--- config.mk ---
export PLATFORM = sky130hd
export DESIGN_NAME = net_edge_debounce
export DESIGN_NICKNAME = d
export VERILOG_FILES = /design/src/rtl/net_edge_pkg.sv /design/src/rtl/net_sync.sv /design/src/rtl/net_edge_debounce.sv
export SDC_FILE = /design/constraint.sdc
export NUM_CORES = 1
export LEC_CHECK = 0
export ABC_AREA = 0
export CAP_MARGIN = 20
export CORE_ASPECT_RATIO = 1.25
export CORE_MARGIN = 10
export CORE_UTILIZATION = 40
export CTS_CLUSTER_SIZE = 10
export DETAILED_ROUTE_END_ITERATION = 16
export SLEW_MARGIN = 20
export SYNTH_ARGS = -nofsm -noshare
export SYNTH_HDL_FRONTEND = slang
export SYNTH_SLANG_ARGS = --single-unit
--- constraint.sdc ---
create_clock -name clk -period 2.5 [get_ports clk]
set_input_delay 0.375 -clock clk [delete_from_list [all_inputs] [get_ports clk]]
set_output_delay 0.375 -clock clk [all_outputs]
set_load 0.02 [all_outputs]
--- src/rtl/net_edge_pkg.sv ---
// Shared types and constants for the net edge debouncer.
// Optional event counter is enabled by macro NET_EDGE_DEBOUNCE_CNT_EN.
package net_edge_pkg;

   // Debounce FSM: idle on a settled level, or counting a candidate change.
   typedef enum logic {
      STABLE  = 1'b0,
      QUALIFY = 1'b1
   } state_e;

   // Edge type reported on evt_rise.
   localparam logic EDGE_FALL = 1'b0;
   localparam logic EDGE_RISE = 1'b1;

   // Width of the qualify counter; covers DEBOUNCE_CYCLES up to 255.
   localparam int unsigned QCNT_W = 8;

endpackage

--- src/rtl/net_sync.sv ---
// Multi-flop synchronizer for an asynchronous single-bit level.
// Part of net_edge_debounce (macro NET_EDGE_DEBOUNCE_CNT_EN not used here).
module net_sync
   import net_edge_pkg::*;
#(
   parameter int unsigned STAGES = 2
) (
   input  logic clk,
   input  logic rst_n,
   input  logic d,
   output logic q
);

   logic [STAGES-1:0] sync_q;

   // Shift the raw level through the flop chain; oldest sample is the output.
   always_ff @(posedge clk or negedge rst_n) begin
      if (!rst_n) begin
         sync_q <= '0;
      end else begin
         sync_q <= {sync_q[STAGES-2:0], d};
      end
   end

   assign q = sync_q[STAGES-1];

endmodule

--- src/rtl/net_edge_debounce.sv ---
// Synchronizes and debounces a level from the delayed-inverter net and
// reports each qualified edge through a one-entry valid/ready event buffer.
// Define NET_EDGE_DEBOUNCE_CNT_EN to add the saturating edge counter
// (ports count_clr / evt_count).
module net_edge_debounce
   import net_edge_pkg::*;
#(
   parameter int unsigned SYNC_STAGES     = 2,
   parameter int unsigned DEBOUNCE_CYCLES = 4,
   parameter int unsigned CNT_W           = 8
) (
   input  logic             clk,
   input  logic             rst_n,
   input  logic             din,
   output logic             level_o,
   output logic             evt_valid,
   input  logic             evt_ready,
   output logic             evt_rise,
   output logic             evt_overrun
`ifdef NET_EDGE_DEBOUNCE_CNT_EN
   ,
   input  logic             count_clr,
   output logic [CNT_W-1:0] evt_count
`endif
);

   localparam logic [QCNT_W-1:0] DB_LAST = QCNT_W'(DEBOUNCE_CYCLES);

   logic              din_s;
   state_e            state_q, state_d;
   logic [QCNT_W-1:0] qcnt_q, qcnt_d;
   logic [QCNT_W-1:0] qcnt_inc;
   logic              level_q, level_d;
   logic              mismatch;
   logic              edge_qual;

   logic              valid_q, valid_d;
   logic              rise_q, rise_d;
   logic              ovr_q, ovr_d;
   logic              xfer, load, drop;

   net_sync #(
      .STAGES(SYNC_STAGES)
   ) u_sync (
      .clk  (clk),
      .rst_n(rst_n),
      .d    (din),
      .q    (din_s)
   );

   assign mismatch = (din_s != level_q);
   assign qcnt_inc = qcnt_q + QCNT_W'(1);

   // FSM and level state registers.
   always_ff @(posedge clk or negedge rst_n) begin
      if (!rst_n) begin
         state_q <= STABLE;
         qcnt_q  <= '0;
         level_q <= 1'b0;
      end else begin
         state_q <= state_d;
         qcnt_q  <= qcnt_d;
         level_q <= level_d;
      end
   end

   // Next-state: count consecutive mismatch cycles, toggle level when the
   // count reaches DEBOUNCE_CYCLES. The first mismatch cycle is counted in
   // STABLE so a one-cycle debounce qualifies without entering QUALIFY.
   always_comb begin
      state_d   = state_q;
      qcnt_d    = qcnt_q;
      level_d   = level_q;
      edge_qual = 1'b0;
      unique case (state_q)
         STABLE: begin
            if (mismatch) begin
               if (qcnt_inc == DB_LAST) begin
                  level_d   = ~level_q;
                  edge_qual = 1'b1;
                  qcnt_d    = '0;
               end else begin
                  state_d = QUALIFY;
                  qcnt_d  = qcnt_inc;
               end
            end
         end
         QUALIFY: begin
            if (!mismatch) begin
               state_d = STABLE;
               qcnt_d  = '0;
            end else if (qcnt_inc == DB_LAST) begin
               state_d   = STABLE;
               qcnt_d    = '0;
               level_d   = ~level_q;
               edge_qual = 1'b1;
            end else begin
               qcnt_d = qcnt_inc;
            end
         end
         default: begin
            state_d = STABLE;
            qcnt_d  = '0;
         end
      endcase
   end

   assign xfer = valid_q & evt_ready;
   assign load = edge_qual & (~valid_q | xfer);
   assign drop = edge_qual & valid_q & ~evt_ready;

   // Event buffer next-state: a transfer frees the slot in the same cycle a
   // new edge may load; otherwise an edge on a full slot is dropped.
   always_comb begin
      valid_d = valid_q;
      rise_d  = rise_q;
      ovr_d   = ovr_q;
      if (load) begin
         valid_d = 1'b1;
         rise_d  = level_d ? EDGE_RISE : EDGE_FALL;
      end else if (xfer) begin
         valid_d = 1'b0;
      end
      if (drop) begin
         ovr_d = 1'b1;
      end else if (xfer) begin
         ovr_d = 1'b0;
      end
   end

   // Event buffer registers.
   always_ff @(posedge clk or negedge rst_n) begin
      if (!rst_n) begin
         valid_q <= 1'b0;
         rise_q  <= EDGE_FALL;
         ovr_q   <= 1'b0;
      end else begin
         valid_q <= valid_d;
         rise_q  <= rise_d;
         ovr_q   <= ovr_d;
      end
   end

   assign level_o     = level_q;
   assign evt_valid   = valid_q;
   assign evt_rise    = rise_q;
   assign evt_overrun = ovr_q;

`ifdef NET_EDGE_DEBOUNCE_CNT_EN
   logic [CNT_W-1:0] cnt_q, cnt_d;

   // Saturating qualified-edge counter; clear beats a simultaneous edge.
   always_comb begin
      cnt_d = cnt_q;
      if (count_clr) begin
         cnt_d = '0;
      end else if (edge_qual && (cnt_q != '1)) begin
         cnt_d = cnt_q + CNT_W'(1);
      end
   end

   // Counter register.
   always_ff @(posedge clk or negedge rst_n) begin
      if (!rst_n) begin
         cnt_q <= '0;
      end else begin
         cnt_q <= cnt_d;
      end
   end

   assign evt_count = cnt_q;
`endif

endmodule
* Word level (Yosys, flattened, before mapping)
Index checks and enable logic that the tools add are counted.
Storage, ports and cells: flip-flop bits (word level) 15, logic and storage cells 36, bits of input ports 4, output and inout port bits 4
Operators by class: multiplexer cells 14, bitwise logic cells 9, $add $sub $neg 1, reductions and logical operators 2, equality and inequality tests 3
Operators by type and width (count):
- $mux W8 | 3
- $pmux W8 S2 | 1
- $mux W1 | 10
- $add A8 B1 Y8 const B | 1
- $eq A8 B3 Y1 const B | 1
- $and A1 B1 Y1 | 4
- $not A1 Y1 | 4
- $reduce_bool A2 Y1 | 2
- $ne A2 B2 Y1 const B | 1
- $ne A1 B1 Y1 | 1
- $or A1 B1 Y1 | 1

* Depth between registers and ports, before layout
Gate-level depths: netlist of the first run.
word-level depth 7, mapped depth 6, mapped depth without buffers 5

* Hierarchy
A second synthesis of the first run with hierarchy kept.
Second synthesis, totals: cell total of the unflattened synthesis 75, area total of the unflattened synthesis 788.3 um^2
By module, submodules not included:
- net_edge_debounce | times used 1, seq. area each 325.3 um^2, area an instance 738.2 um^2, cells an instance 73
- net_sync | times used 1, seq. area each 50.0 um^2, area an instance 50.0 um^2, cells an instance 2

* Least setup slack after synthesis of the first run
Ideal clock, no wire load.
kind register to register, from reg qcnt_q[0], to reg level_q, in the netlist level_o, arrival time 1820 ps, data required time 2375 ps, clock period less this slack 1945 ps, library setup time 125 ps, stages on the path, launching flop included 6, path slack 555 ps, buffers on the path 0, path through dfrtp_1 ha_1 xor2_1 nand3b_2 or4_4 mux2_4
On the way: word-level cells in the longest chain between the ends 4
RTL lines:
- start, declared | line net_edge_debounce.sv:31 | logic [QCNT_W-1:0] qcnt_q, qcnt_d;
- start signal, assigned | line net_edge_debounce.sv:62 | qcnt_q <= qcnt_d;
- $add A8 B1 Y8 | line net_edge_debounce.sv:52 | assign qcnt_inc = qcnt_q + QCNT_W'(1);
- $eq A8 B3 Y1 | line net_edge_debounce.sv:78, net_edge_debounce.sv:92
- $mux W1 | line net_edge_debounce.sv:78, net_edge_debounce.sv:92
- $mux W1 | line net_edge_debounce.sv:77, net_edge_debounce.sv:89
- named net level_d | line net_edge_debounce.sv:33 | logic level_q, level_d;
- end signal, assigned | line net_edge_debounce.sv:63 | level_q <= level_d;
- end, declared | line net_edge_debounce.sv:33
The timed path passes the listed nets, and every way through them passes these cells. A chain may end at the register's enable or synchronous reset.

* Worst setup path in the final report of the first run
Ends and elaborated chain as after synthesis.

==> results.yml, run 1 <==
synthesis:
  netlist_top_cells_area: "sky130_fd_sc_hd__dfrtp_1 45%, sky130_fd_sc_hd__o21ai_0 4.8%, sky130_fd_sc_hd__xor2_1 4.2%"
  mean_cell_area_of_the_mapped_netlist_um2: 9.831
  ys_types: 33
  synth_top_area_share_pct: 45.45
  syn_nets: 90
  netlist_instances: 84
  mappedNetlistArea_um2: 825.8
  synth.yosys.seq_area_share_pct: 45.45
  synth_top_cell_by_area: "sky130_fd_sc_hd__dfrtp_1"
  postSynthRegisterBits: 15
  yosysWarningCount: 0
global_routing:
  grt_antenna_before_repair: 0
  grt_pass1_vias: 621
  wire_length_of_the_first_global_routing_pass_um: 2760
  globalRouteTotalUtil_pct: 7.958
  final_global_route_overflow_total: 0
  grt_start_max_net_pins: 16
place:
  detailedPlacementHpwl_um: 1157
  place_ws_ns: 0.4586
  portBuffers: 7
  routabilityCongestion: 0.7306
detailed_routing:
  detail_route.wl_per_cell_um: 14.95
  drt-total-wl_um: 1630
  ant_nets: 0
  first_pass_iters: 4
  vias: 633
  drt_iter0_drc: 23
  post_drt_via_cell_ratio: 5.807
  drc: 0
critical_path:
  setup.reg_to_reg.worst_slack_ns: 0.44
  path_max_fanout: 6
  reg2reg_to: "level_o"
  end_kind: "register"
  timing.critical_path.arrival_ns: 2.24
  timing.critical_path.cells: "ha_1, xor2_1, nand3b_2, or4_4, mux2_4"
  worst_case_reg_to_reg_path_depth: 5
  r2r-start: "qcnt_q[0]"
  crit_path_slowest_cell: "sky130_fd_sc_hd__or4_4"
  required_time_reported_for_the_critical_path_endpoint_ns: 2.67
  cp_num_buf_inv: 0
  setup.worst_path.start_class: "register"
  critical_path.top_delay_family: "simple AND/OR/NAND/NOR gates"
  critical_setup_path_class: "reg -> reg"
  max_stage_delay_ns: 0.51
flow_run:
  maxCapViolCount: 0
final_layout:
  layout_common_cells: "15 x sky130_fd_sc_hd__dfrtp_1, 8 x sky130_fd_sc_hd__o21ai_0, 7 x sky130_fd_sc_hd__nand2_1, 7 x sky130_fd_sc_hd__clkdlybuf4s50_1, 5 x sky130_fd_sc_hd__nor2_1"
  flow.area_growth_from_synthesis_pct: 11.67
  nNetsFinal: 96
  most_common_cell_after_layout_fill_and_taps_aside: "sky130_fd_sc_hd__dfrtp_1"
  n_antenna_cell: 0
  layout-drive-gt1-share_pct: 11.24
hold_path:
  min-delay-start: "u_sync.sync_q[0]"
  timing.hold.worst_path_depth: 0
  hold_path.class: "reg -> reg"
  timing.hold.worst_endpoint: "u_sync.sync_q[1]"
power:
  share_comb_of_total_power_pct: 35.6
  proportion_of_power_drawn_by_the_clock_network_pct: 18.4
  pwr_density_cell_mw_per_mm2: 825.7
  total_power_uw: 761.4
  ir_worst_vdd_uv: 417.4
  p_int_uw: 470.3
  pwr-share-seq_pct: 46.0
  switching_share_pct: 38.23
  switching_power_uw: 291.1
  total_leakage_power_uw: 0.0003827
sta:
  count_of_endpoints_failing_setup_in_the_final_report: 0
  timing_worst_slew_pin_value_ns: 0.6728
  finalMaxSlewViolations: 0
  timing.clock.skew_ns: 0.002064
  min_period_ns: 2.063
  final.setup.worst_slack_ns: 0.4371
  setup_repair_after_global_routing_missed_its_margin: "false"
  finalCritPeriodShare_pct: 82.52
  maxClockFrequency_ghz: 0.4848
  slew-limit-headroom_pct: 55.01
  tns_ns: 0
  hold_viol_final: 0
clock_tree:
  cts_hold_repair.buffers: 0
  clkLatencyLatePin_ns: 0.28
  cts_max_path_buffers: 2
  cts.clk_slew.worst_paths_ns: 0.09
  postCtsSetupBuffers: 0
  cts_max_level: 1
  cts.sink_count: 15
  cts_buffers: 3
  cts_resized: 0
  cts_tree: "yes"
  cts_root_buffer: "sky130_fd_sc_hd__clkbuf_4"
floorplanning:
  die_y_um: 70.80
  floorplan.die.width_um: 60.64
  core_area_mm2: 0.001982
  placementRows: 18
  initial_utilization_pct: 41.67
  design.portCount: 8
  die_area_mm2: 0.004293
outcome:
  outcome: "finished clean"
[cell families after synthesis]
logic type      share of synthesized area (%)
mux                                     1.818
simple gates                            20.30
fa+ha+maj                               3.030
buf+inv                                 4.393
compound gates                          18.64
xor+xnor                                6.364
flops                                   45.45
[routing by layer]
layer	track usage [%]	up-vias	share of wire, %
met3	1.786	5	4.9
met5	0	-	0
met2	12.71	10	46
met1	9.657	295	47
li1	-	323	-
met4	3.667	0	1.8
[power by group through the flow]
stage	registers, µW	clock network (µW)	logic (µW)
global route	361	151	309
CTS	350	143	276
detailed placement	355	0	275
finish	350	140	271
floorplan	341	0	206
global placement	351	0	273
[worst max path at each step]
stage / startpoint / end / slack (ns) / cells after the start
after floorplan: qcnt_q[0] / level_o / 0.56 / 5
after global placement: qcnt_q[0] / level_o / 0.51 / 5
after detailed placement: qcnt_q[0] / level_o / 0.46 / 5
after CTS: qcnt_q[0] / level_o / 0.44 / 5
after global routing: qcnt_q[0] / level_o / 0.32 / 5
final: qcnt_q[0] / level_o / 0.44 / 5
[metrics by stage]
stage | instances | cell area (µm²) | hold WS [ns] | util (%)
2_1_floorplan | 84 | 825.8 | 0.07941 | -
3_3_place_gp | 105 | 895.9 | 0.3346 | 45.20
3_5_place_dp | 105 | 895.9 | 0.3347 | 45.20
4_1_cts | 109 | 922.1 | 0.3557 | 46.53
5_1_grt | 109 | 922.1 | 0.3815 | 46.53
6_report | 109 | 922.1 | 0.3531 | 46.53
[cells in the mapped netlist, drive strengths merged]
| cell type | number |
|---|---|
| o21a | 1 |
| a31o | 1 |
| o21ai | 8 |
| nand3b | 3 |
| xor2 | 4 |
| nor4 | 1 |
| nor2 | 5 |
| or2 | 1 |
| clkbuf | 3 |
| or4 | 1 |
| a21oi | 1 |
| nand2 | 7 |
| o311ai | 1 |
| nor2b | 1 |
| a311oi | 1 |
| a31oi | 3 |
| xnor2 | 2 |
| o41ai | 3 |
| o31ai | 2 |
| nand4 | 3 |
| mux2 | 1 |
| nor3b | 2 |
| dfrtp | 15 |
| a2111oi | 1 |
| ha | 2 |
| inv | 1 |
| buf | 4 |
| nand3 | 4 |
| and3 | 2 |
[registers in the layout, summed over array words and instances, names as in the netlist]
register / count
evt_valid: 1
state_q: 1
qcnt_q: 8
evt_rise: 1
level_o: 1
evt_overrun: 1
u_sync.sync_q: 2
[layout make-up]
| type | instances | area, µm² |
|---|---|---|
| Tap cell | 20 | 25.02 |
| Inverter | 1 | 3.754 |
| Fill cell | 194 | 1060 |
| Sequential cell | 15 | 375.4 |
| Clock buffer | 4 | 26.28 |
| Timing Repair Buffer | 8 | 77.57 |
| Multi-Input combinational cell | 61 | 414.1 |
No activity file was read; power rests on OpenSTA's default activity.
==> run 2: changes to the inputs <==
==> constraint.sdc (replaced) <==
create_clock -name clk -period 1.7 [get_ports clk]
set_input_delay 0.255 -clock clk [delete_from_list [all_inputs] [get_ports clk]]
set_output_delay 0.255 -clock clk [all_outputs]
set_load 0.02 [all_outputs]
==> run 2 against run 1 <==
Against the previous run: the run now ends with setup timing left; cell count rose by 19%; clock power is 50% higher; combinational power rose to 2.6 times the previous value; design area up 31%; count of clock-buffer cells in the layout shrank 1; flip-flop and latch count unchanged; first-iteration DRC count increased by 30%; routed wire length is 30% higher; critical path depth did not move; worst hold slack worse by 0.085 ns; global-route usage up 1.7 points; critical path type unchanged; largest cell class unchanged; largest power group is now combinational cells.
==> results.yml, run 2 (synthesis results as in run 1) <==
outcome:
  outcome: "finished with violations"
  violations: "setup timing"
critical_path:
  required_time_reported_for_the_critical_path_endpoint_ns: 1.88
  timing.critical_path.arrival_ns: 1.97
  worst_case_reg_to_reg_path_depth: 5
  reg2reg_to: "level_o"
  end_kind: "register"
  r2r-start: "qcnt_q[0]"
  critical_setup_path_class: "reg -> reg"
  path_max_fanout: 5
  setup.worst_path.start_class: "register"
  setup.reg_to_reg.worst_slack_ns: -0.09
detailed_routing:
  ant_nets: 0
  post_drt_via_cell_ratio: 5.823
  first_pass_iters: 4
  drt_iter0_drc: 30
  vias: 757
  detail_route.wl_per_cell_um: 16.35
  drt-total-wl_um: 2126
  drc: 0
final_layout:
  layout-drive-gt1-share_pct: 40.91
  postLayoutCoreUtil_pct: 61.11
  layout_common_cells: "22 x sky130_fd_sc_hd__buf_4, 13 x sky130_fd_sc_hd__dfrtp_1, 8 x sky130_fd_sc_hd__o21ai_0"
  largest_reg_flops: 8
  largest-register: "qcnt_q"
  n_antenna_cell: 0
  flow.area_growth_from_synthesis_pct: 46.67
  fill_cells: 163
  reg_top3: "qcnt_q: 8 flops, u_sync.sync_q: 2 flops"
  most_common_cell_after_layout_fill_and_taps_aside: "sky130_fd_sc_hd__buf_4"
  nNetsFinal: 117
clock_tree:
  cts_root_buffer: "sky130_fd_sc_hd__clkbuf_4"
  cts_hold_repair.buffers: 0
  clkLatencyLatePin_ns: 0.28
  cts_tree: "yes"
  cts_max_path_buffers: 2
  cts_max_level: 1
  cts.clk_slew.worst_paths_ns: 0.09
  cts.sink_count: 15
  cts_buffers: 3
place:
  detailedPlacementHpwl_um: 1491
  place_ws_ns: -0.1279
  routabilityCongestion: 0.8005
  portBuffers: 7
floorplanning:
  design.portCount: 8
  die_y_um: 70.80
  floorplan.die.width_um: 60.64
  die_area_mm2: 0.004293
  initial_utilization_pct: 41.67
  placementRows: 18
  core_area_mm2: 0.001982
power:
  ir_worst_vdd_uv: 810.9
  pwr_density_cell_mw_per_mm2: 1194
  total_leakage_power_uw: 0.0005504
global_routing:
  globalRouteTotalUtil_pct: 9.667
  grt_antenna_before_repair: 0
  grt_start_max_net_pins: 16
  grt_pass1_vias: 709
  wire_length_of_the_first_global_routing_pass_um: 3305
  final_global_route_overflow_total: 0
sta:
  setup_repair_after_global_routing_missed_its_margin: "true"
  slew-limit-headroom_pct: 70.95
  finalCritPeriodShare_pct: 105.3
  count_of_endpoints_failing_setup_in_the_final_report: 3
  finalMaxSlewViolations: 0
  final.setup.worst_slack_ns: -0.09064
  timing.clock.skew_ns: 0.0006221
  hold_viol_final: 0
  min_period_ns: 1.791
  timing_worst_slew_pin_value_ns: 0.4358
  maxClockFrequency_ghz: 0.5585
  final.hold.worst_slack_ns: 0.2677
hold_path:
  hold_path.class: "in -> async"
flow_run:
  maxCapViolCount: 0
-- run 2: worst max-delay path by stage --
| stage | startpoint | endpoint | slack [ns] | cells past startpoint |
|---|---|---|---|---|
| after floorplan | qcnt_q[0] | level_o | -0.11 | 5 |
| after global placement | qcnt_q[1] | level_o | -0.08 | 5 |
| after detailed placement | qcnt_q[1] | level_o | -0.13 | 5 |
| after CTS | qcnt_q[0] | level_o | -0.1 | 5 |
| after global routing | qcnt_q[0] | level_o | -0.14 | 5 |
| final | qcnt_q[0] | level_o | -0.09 | 5 |
-- run 2: final cells by class --
cell class | instances | area [µm²] | area share, %
Multi-Input combinational cell | 61 | 539.3 | 44.52
Sequential cell | 15 | 377.9 | 31.20
Timing Repair Buffer | 29 | 237.7 | 19.63
Tap cell | 20 | 25.02 | 2.066
Clock buffer | 3 | 22.52 | 1.860
Clock inverter | 1 | 5.005 | 0.4132
Inverter | 1 | 3.754 | 0.3099
-- run 2: per-stage QoR --
step	cell area (µm²)	power, µW	std cells	TNS (ns)
floorplan	865.8	873.4	84	-0.1583
global placement	1071	1106	123	-0.1572
detailed placement	1071	1128	123	-0.3281
CTS	1116	1358	127	-0.1531
global route	1211	1551	130	-0.4184
finish	1211	1446	130	-0.1214
-- run 2: report_power, final --
part	switching (µW)	internal, µW
Combinational	355	363
Sequential	91.2	427
Clock	122	87.4
Total	569	877
-- run 2: worst max-delay path: stages (launching register included) --
cell and delay, ns:
sky130_fd_sc_hd__dfrtp_2 0.46, sky130_fd_sc_hd__ha_4 0.20, sky130_fd_sc_hd__xor2_4 0.17, sky130_fd_sc_hd__nand3b_4 0.09, sky130_fd_sc_hd__or4_4 0.45, sky130_fd_sc_hd__mux2_4 0.31
-- run 2: per-layer routing --
layer | share of wire (%) | vias to the layer above | GRT usage (%)
li1 | - | 361 | -
met1 | 41 | 386 | 11.26
met2 | 54 | 8 | 16.46
met3 | 4.3 | 2 | 1.964
met4 | 0.47 | 0 | 3.667
met5 | 0 | - | 0
-- run 2: what timing repair did --
action,in CTS,in global routing
gates resized for setup,6,10
setup buffers,0,3
endpoints found under the hold margin,0,0
pin swaps,4,3
setup endpoints to repair,6,8
==> run 3: changes to the inputs <==
--- a/config.mk
+++ b/config.mk
@@ -12,6 +12,7 @@
 export CORE_UTILIZATION = 40
 export CTS_CLUSTER_SIZE = 10
 export DETAILED_ROUTE_END_ITERATION = 16
+export HOLD_SLACK_MARGIN = 0.02
 export SLEW_MARGIN = 20
 export SYNTH_ARGS = -nofsm -noshare
 export SYNTH_HDL_FRONTEND = slang
==> results of run 3 <==
Same layout as run 2: the final DEF is identical, and so are final timing and power.
